--- src/rtl/layer_argmax_8_16_if.sv ---
// Stream bus for the argmax classifier stage: activation words in, (max, index) result out.
interface layer_argmax_8_16_if #(
    parameter int unsigned T    = 16,
    parameter int unsigned LOGM = 4
);
    logic            s_valid;
    logic            s_ready;
    logic [T-1:0]    data_in;
    logic            m_valid;
    logic            m_ready;
    logic [T-1:0]    data_out;
    logic [LOGM-1:0] idx_out;

    modport slave (
        input  s_valid, data_in, m_ready,
        output s_ready, m_valid, data_out, idx_out
    );

    modport master (
        output s_valid, data_in, m_ready,
        input  s_ready, m_valid, data_out, idx_out
    );
endinterface

--- src/rtl/layer_argmax_8_16.sv ---
// Argmax over each M-word vector of signed activations; emits the maximum and its row index.
module layer_argmax_8_16 #(
    parameter int unsigned M    = 8,
    parameter int unsigned T    = 16,
    parameter int unsigned LOGM = $clog2(M + 1)
) (
    input  logic                 clk,
    input  logic                 reset,
    layer_argmax_8_16_if.slave   bus
);
    typedef enum logic {
        ACCEPT = 1'b0,
        OUTPUT = 1'b1
    } state_t;

    localparam logic [LOGM-1:0] LAST_IDX = LOGM'(M - 1);

    state_t          r_state;
    logic [LOGM-1:0] r_cnt;
    logic [T-1:0]    r_best_val;
    logic [LOGM-1:0] r_best_idx;
    logic            r_m_valid;
    logic [T-1:0]    r_data_out;
    logic [LOGM-1:0] r_idx_out;

    state_t          w_state_nxt;
    logic [LOGM-1:0] w_cnt_nxt;
    logic [T-1:0]    w_best_val_nxt;
    logic [LOGM-1:0] w_best_idx_nxt;
    logic            w_m_valid_nxt;
    logic [T-1:0]    w_data_out_nxt;
    logic [LOGM-1:0] w_idx_out_nxt;
    logic            w_take;
    logic            w_s_ready;

    // Next-state and datapath decode; the final word is folded into the result in the same cycle.
    always_comb begin
        w_state_nxt    = r_state;
        w_cnt_nxt      = r_cnt;
        w_best_val_nxt = r_best_val;
        w_best_idx_nxt = r_best_idx;
        w_m_valid_nxt  = r_m_valid;
        w_data_out_nxt = r_data_out;
        w_idx_out_nxt  = r_idx_out;
        w_take         = 1'b0;
        w_s_ready      = 1'b0;

        unique case (r_state)
            ACCEPT: begin
                w_s_ready = 1'b1;
                if (bus.s_valid) begin
                    w_take = (r_cnt == '0) || ($signed(bus.data_in) > $signed(r_best_val));
                    if (w_take) begin
                        w_best_val_nxt = bus.data_in;
                        w_best_idx_nxt = r_cnt;
                    end
                    if (r_cnt == LAST_IDX) begin
                        w_cnt_nxt      = '0;
                        w_state_nxt    = OUTPUT;
                        w_m_valid_nxt  = 1'b1;
                        w_data_out_nxt = w_best_val_nxt;
                        w_idx_out_nxt  = w_best_idx_nxt;
                    end else begin
                        w_cnt_nxt = r_cnt + LOGM'(1);
                    end
                end
            end
            OUTPUT: begin
                if (bus.m_ready) begin
                    w_m_valid_nxt = 1'b0;
                    w_state_nxt   = ACCEPT;
                end
            end
            default: begin
                w_state_nxt = ACCEPT;
            end
        endcase
    end

    always_ff @(posedge clk or negedge reset) begin
        if (!reset) begin
            r_state    <= ACCEPT;
            r_cnt      <= '0;
            r_best_val <= '0;
            r_best_idx <= '0;
            r_m_valid  <= 1'b0;
            r_data_out <= '0;
            r_idx_out  <= '0;
        end else begin
            r_state    <= w_state_nxt;
            r_cnt      <= w_cnt_nxt;
            r_best_val <= w_best_val_nxt;
            r_best_idx <= w_best_idx_nxt;
            r_m_valid  <= w_m_valid_nxt;
            r_data_out <= w_data_out_nxt;
            r_idx_out  <= w_idx_out_nxt;
        end
    end

    // s_ready depends only on state and reset, never on s_valid or m_ready.
    assign bus.s_ready  = w_s_ready & reset;
    assign bus.m_valid  = r_m_valid;
    assign bus.data_out = r_data_out;
    assign bus.idx_out  = r_idx_out;
endmodule
--- src/flat_wrapper.sv ---
// flat-port wrapper written by rule: the top's interface ports become plain ports
module layer_argmax_8_16_flat 
#(
    parameter int unsigned M    = 8,
    parameter int unsigned T    = 16,
    parameter int unsigned LOGM = $clog2(M + 1)
)
  (clk, reset, bus_s_valid, bus_data_in, bus_m_ready, bus_s_ready, bus_m_valid, bus_data_out, bus_idx_out);
  layer_argmax_8_16_if #(.T(T), .LOGM(LOGM)) bus_i ();
  input  logic clk;
  input  logic reset;
  input wire logic [$bits(bus_i.s_valid)-1:0] bus_s_valid;
  input wire logic [$bits(bus_i.data_in)-1:0] bus_data_in;
  input wire logic [$bits(bus_i.m_ready)-1:0] bus_m_ready;
  output wire logic [$bits(bus_i.s_ready)-1:0] bus_s_ready;
  output wire logic [$bits(bus_i.m_valid)-1:0] bus_m_valid;
  output wire logic [$bits(bus_i.data_out)-1:0] bus_data_out;
  output wire logic [$bits(bus_i.idx_out)-1:0] bus_idx_out;
  assign bus_i.s_valid = bus_s_valid;
  assign bus_i.data_in = bus_data_in;
  assign bus_i.m_ready = bus_m_ready;
  assign bus_s_ready = bus_i.s_ready;
  assign bus_m_valid = bus_i.m_valid;
  assign bus_data_out = bus_i.data_out;
  assign bus_idx_out = bus_i.idx_out;
  layer_argmax_8_16 #(.M(M), .T(T), .LOGM(LOGM)) u_core (.clk(clk), .reset(reset), .bus(bus_i));
endmodule
--- config.mk ---
export PLATFORM = sky130hd
export DESIGN_NAME = layer_argmax_8_16_flat
export DESIGN_NICKNAME = d
export VERILOG_FILES = /design/src/rtl/layer_argmax_8_16_if.sv /design/src/rtl/layer_argmax_8_16.sv /design/src/flat_wrapper.sv
export SDC_FILE = /design/constraint.sdc
export NUM_CORES = 1
export LEC_CHECK = 0
export ABC_AREA = 1
export CAP_MARGIN = 20
export CELL_PAD_IN_SITES_DETAIL_PLACEMENT = 0
export CELL_PAD_IN_SITES_GLOBAL_PLACEMENT = 1
export CORE_MARGIN = 1
export CORE_UTILIZATION = 35
export CTS_CLUSTER_DIAMETER = 150
export CTS_CLUSTER_SIZE = 16
export DETAILED_ROUTE_END_ITERATION = 12
export GPL_TIMING_DRIVEN = 1
export PLACE_DENSITY_LB_ADDON = 0.08
export SYNTH_ARGS = -nofsm -noshare
export SYNTH_HDL_FRONTEND = slang
export SYNTH_SLANG_ARGS = --single-unit
--- constraint.sdc ---
create_clock -name clk -period 5 [get_ports clk]
set_input_delay 0.75 -clock clk [delete_from_list [all_inputs] [get_ports clk]]
set_output_delay 0.75 -clock clk [all_outputs]
set_load 0.03 [all_outputs]
**Word level (Yosys, flattened, before mapping)**

Cells that the tools add are included.

- Output and inout port bits: 22
- Flip-flop bits (word level): 46
- Input bits: 20

- Muxes and demuxes: 12
- Add/subtract/negate cells: 1
- Magnitude comparators: 1
- Bitwise gates (word level): 2
- Equal/unequal tests: 4
- Reduce and logical (&&, ||, !) cells: 5

Operators by type and width:

| operator | count |
|---|---|
| > comparator 16 bit | 1 |
| two-way mux 16 bit | 1 |
| two-way mux 4 bit | 2 |
| two-way mux 1 bit | 7 |
| AND reduction 3 bit | 2 |
| adder 4 x 1 -> 4 bit (second input constant) | 1 |
| equality test 4 x 3 -> 1 bit (second input constant) | 1 |
| zero test 4 bit | 1 |
| != test 2 bit (second input constant) | 2 |
| one-hot mux 1 bit (2 select lines) | 2 |
| != test 2 x 1 -> 1 bit (second input constant) | 1 |
| AND reduction 2 bit | 1 |
| AND 1 bit | 1 |
| logical OR 1 bit | 1 |
| inverter 1 bit | 1 |

**Depth between registers and ports, before layout**

- Depth after elaboration: 4
- Depth in mapped cells: 18
- Depth with buffers taken out: 17

**Worst setup path after synthesis**

No wires, ideal clock.

- Path kind: input to register
- Start: in bus_data_in[15]
- End: reg u_core.r_data_out[8], in the netlist u_core.bus.data_out[8]
- Stages: 12
- Data required time: 4.882 ns
- Data arrival time: 2.096 ns
- Setup slack: 2.786 ns
- Path through: ha_1 a21oi_1 o21ai_1 a21oi_2 nand2_1 nand2_2 nand3_2 nand2_4 buf_6 nand2_2 nand3_1 nand2_1

- Word-level cells in the longest chain between the ends: 3

RTL lines:

| element | line | text |
|---|---|---|
| start: declaration | flat_wrapper.sv:13 | `input wire logic [$bits(bus_i.data_in)-1:0] bus_data_in;` |
| > comparator 16 bit | layer_argmax_8_16.sv:52 | `w_take = (r_cnt == '0) \|\| ($signed(bus.data_in) > $signed(r_best_val));` |
| logical OR 1 bit | layer_argmax_8_16.sv:52 |  |
| two-way mux 16 bit | layer_argmax_8_16.sv:53 | `if (w_take) begin` |
| end signal: assignment | layer_argmax_8_16.sv:95 | `r_data_out <= w_data_out_nxt;` |
| end: declaration | layer_argmax_8_16.sv:23 | `logic [T-1:0] r_data_out;` |

No other way between the ends.
A chain may end at the register's enable or synchronous reset.

**Final worst setup path**

- Start: in bus_data_in[15]
- End: reg u_core.r_best_val[4]

- Word-level cells in the longest chain between the ends: 3

RTL lines:

| element | line | text |
|---|---|---|
| > comparator 16 bit | layer_argmax_8_16.sv:52 |  |
| logical OR 1 bit | layer_argmax_8_16.sv:52 |  |
| two-way mux 16 bit | layer_argmax_8_16.sv:53 |  |
| end signal: assignment | layer_argmax_8_16.sv:92 | `r_best_val <= w_best_val_nxt;` |
| end: declaration | layer_argmax_8_16.sv:20 | `logic [T-1:0] r_best_val;` |

No other way between the ends.

==> impl_metrics.yaml <==
status:
  status: "finished, final reports clean"
cells_and_area:
  diodes: 0
  area_growth_pct: 22.7
  final_nets: 417
  fin_util_pct: 44.3
  fin_cells: 479
  layout-drive-gt1-share_pct: 7.37
grt:
  grt_usage_pct: 17.5
  antenna_found_initial: 0
  grt_pass1_vias: 2116
  grt-ovfl-total: 0
  grt_start_max_net_pins: 47
  grt_pass1_wl_um: 10400
synth:
  yosysTopAreaCell: "dfrtp_1"
  synth-edff-count: 0
  ys_warn_count: 0
  async_flop_share_pct: 100
  synth_cells: 342
  synth_seq_cells: 46
  ys_seq_area_share_pct: 44.2
  synth_ff_type: "dfrtp_1"
  syn_avg_cell_area_um2: 7.61
  yosysTopAreaCellShare_pct: 44.2
  synthTopCellsByArea: "dfrtp_1 (44%), nand2_1 (17%), nand3_1 (12%), ha_1 (8.7%), inv_1 (6.8%)"
  synth_area_mm2: 0.00260
  synth.distinct_cells: 23
  syn_nets: 380
job:
  max-cap-violations: 0
die:
  die_x_um: 88.2
  dieArea_mm2: 0.00778
  fp-row-count: 31
  ioPinCount: 42
  floorplan.initialDensity_pct: 36.1
  die_h_um: 88.2
  core_mm2: 0.00721
clock_network:
  cts.sinks: 46
  clkTransAtPathRegs_ps: 90
  insertion_delay_ps: 300
  clockRootBuffer: "clkbuf_8"
  cts_setup_buffers: 0
  cts_max_level: 2
  cts_tree: "built"
  post_cts_resized: 0
  holdBufCountCts: 0
  cts_buffers: 5
  clockBufferDepth: 2
drt:
  drt_iter0_drc: 76
  wl_per_cell_um: 13.0
  viasPerCell: 4.56
  dr.pass1.iters: 4
  wl_um: 6240
  vias: 2183
  remaining_drc_errors: 0
  antenna_left: 0
timing:
  rsz0062_at_grt: "false"
  holdWs_ps: 484
  max-slew-margin-rel_pct: 33.9
  layout_worst_path_cycle_share_pct: 61.0
  hold_viol_final: 0
  worst_pin_slew_ps: 988
  clock_skew_ps: 5.08
  slew_viol_final: 0
  setup_viol: 0
  clock.fmax_ghz: 0.328
  fin_crit_ps: 3050
  setup_tns_ps: 0
power:
  p_leak_nw: 1.71
  cellPowerDensity_mw_per_mm2: 648
  p_total_mw: 2.07
  ir_drop_mv: 0.245
worst_setup_path:
  crit_path_start: "bus_data_in[15]"
  path_common_cell: "nand2_1"
  required_ps: 5190
  crit_path_max_incr_delay_ps: 430
  cp_slowest_cell: "clkdlybuf4s50_1"
  cp.arrival_ps: 3240
  reg2reg_from: "u_core.r_best_val[15]$_DFFE_PN0P_"
  worstSetupStartpointType: "input pin"
  ff2ff_path_depth: 12
  regToRegEndpoint: "u_core.r_best_val[4]$_DFFE_PN0P_"
  endpoint: "u_core.r_best_val[4]$_DFFE_PN0P_"
  crit_chain: "clkdlybuf4s50_1 > ha_1 > a21oi_1 > o21ai_1 > a21oi_2 > nand2_1 > nand2_2 > nand3_2 > nand2_4 > nand2_1 > nand3_1 > nand2_1"
  worst-path-max-fanout: 21
  crit_type: "in -> reg"
  end_kind: "flip-flop"
  reg2reg_slack_ps: 2450
hold_path:
  hold_path.class: "reg -> reg"
placement:
  io_buffers: 41
  place_congestion: 0.744
  hpwl_um: 4110
  dp.cells: 471
metrics by stage:
stage	setup WS, ps	instance area [µm²]
after floorplan	2790	2600
after global placement	1610	3090
after detailed placement	1590	3090
after CTS	1920	3190
after global routing	1660	3190
final	1950	3190
Yosys cell counts, types with 2 or more instances:
cell type,n
a21oi_1,6
buf_1,4
clkbuf_1,6
dfrtp_1,46
ha_1,18
inv_1,47
nand2_1,116
nand2_2,12
nand3_1,61
nand3_2,2
nand4_1,3
nor2_1,7
o21ai_0,4
sequential cells by signal, indices dropped and copies added (netlist names):
register             flops
u_core.r_best_idx        4
u_core.bus.data_out     16
u_core.r_cnt             4
u_core.bus.idx_out       4
u_core.r_best_val       16
u_core.r_state           1
u_core.bus.m_valid       1
critical path: cells and delay by family:
family                   cells  cell delay [ps]
buffers and inverters        1              430
AO/OA/AOI/OAI                3              390
AND/OR/NAND/NOR              7             1270
adder cells (fa/ha/maj)      1              370
worst min path at each step:
| stage | start | endpoint | slack, ps | cells past startpoint |
|---|---|---|---|---|
| CTS | u_core.bus.data_out[8]$_DFFE_PN0P_ | u_core.bus.data_out[8]$_DFFE_PN0P_ | 490 | 2 |
| global placement | u_core.bus.data_out[6]$_DFFE_PN0P_ | u_core.bus.data_out[6]$_DFFE_PN0P_ | 460 | 2 |
| floorplan | reset | u_core.bus.data_out[0]$_DFFE_PN0P_ | 450 | 0 |
| global route | u_core.bus.data_out[4]$_DFFE_PN0P_ | u_core.bus.data_out[4]$_DFFE_PN0P_ | 500 | 2 |
| finish | u_core.bus.data_out[7]$_DFFE_PN0P_ | u_core.bus.data_out[7]$_DFFE_PN0P_ | 480 | 2 |
| detailed placement | u_core.bus.data_out[2]$_DFFE_PN0P_ | u_core.bus.data_out[2]$_DFFE_PN0P_ | 460 | 2 |
report_power, final:
part           switching, mW  internal [mW]  leakage, nW
logic                  0.739          0.409         1.08
clock network          0.130          0.147       0.0579
registers             0.0959          0.547        0.570
total                  0.965           1.10         1.71
cell families (layout without fill, tap and decap cells):
| kind of cell | after synthesis | after routing | share of synthesized area [%] |
|---|---|---|---|
| DFF | 46 | 46 | 44.2 |
| AOI/OAI and AO/OA | 13 | 13 | 2.74 |
| adders and majority gates | 18 | 18 | 8.65 |
| buffers and inverters | 60 | 98 | 9.13 |
| xor gates and xnor gates | 1 | 1 | 0.337 |
| and+or+nand+nor | 204 | 204 | 34.9 |
per-layer routing:
layer / routed length (µm) / GRT usage [%]
met1: 3210 / 24.4
met2: 2760 / 28.4
met3: 205 / 2.89
met4: 65 / 4.40
met5: 0 / 0
placed cells by master, fill, tap and decap left out, drive strengths merged:
cell type,netlist,final
a21o,1,1
a21oi,7,7
buf,7,3
bufinv,0,1
clkbuf,6,5
clkdlybuf4s50,0,40
clkinv,0,2
dfrtp,46,46
ha,18,18
inv,47,47
nand2,129,129
nand3,63,63
nand4,3,3
nor2,7,7
nor3,1,1
nor4,1,1
o21ai,5,5
xor2,1,1
area by class of cell:
type                       count  area (µm²)
clock buffer                   5        68.8
fill                         772        4020
tap                           99         124
inverter                      47         176
sequential                    46        1150
multi-input combinational    236        1210
timing repair buffer          43         420
clock inverter                 3        40.0
Note: power is estimated with default switching activity, not from simulation.
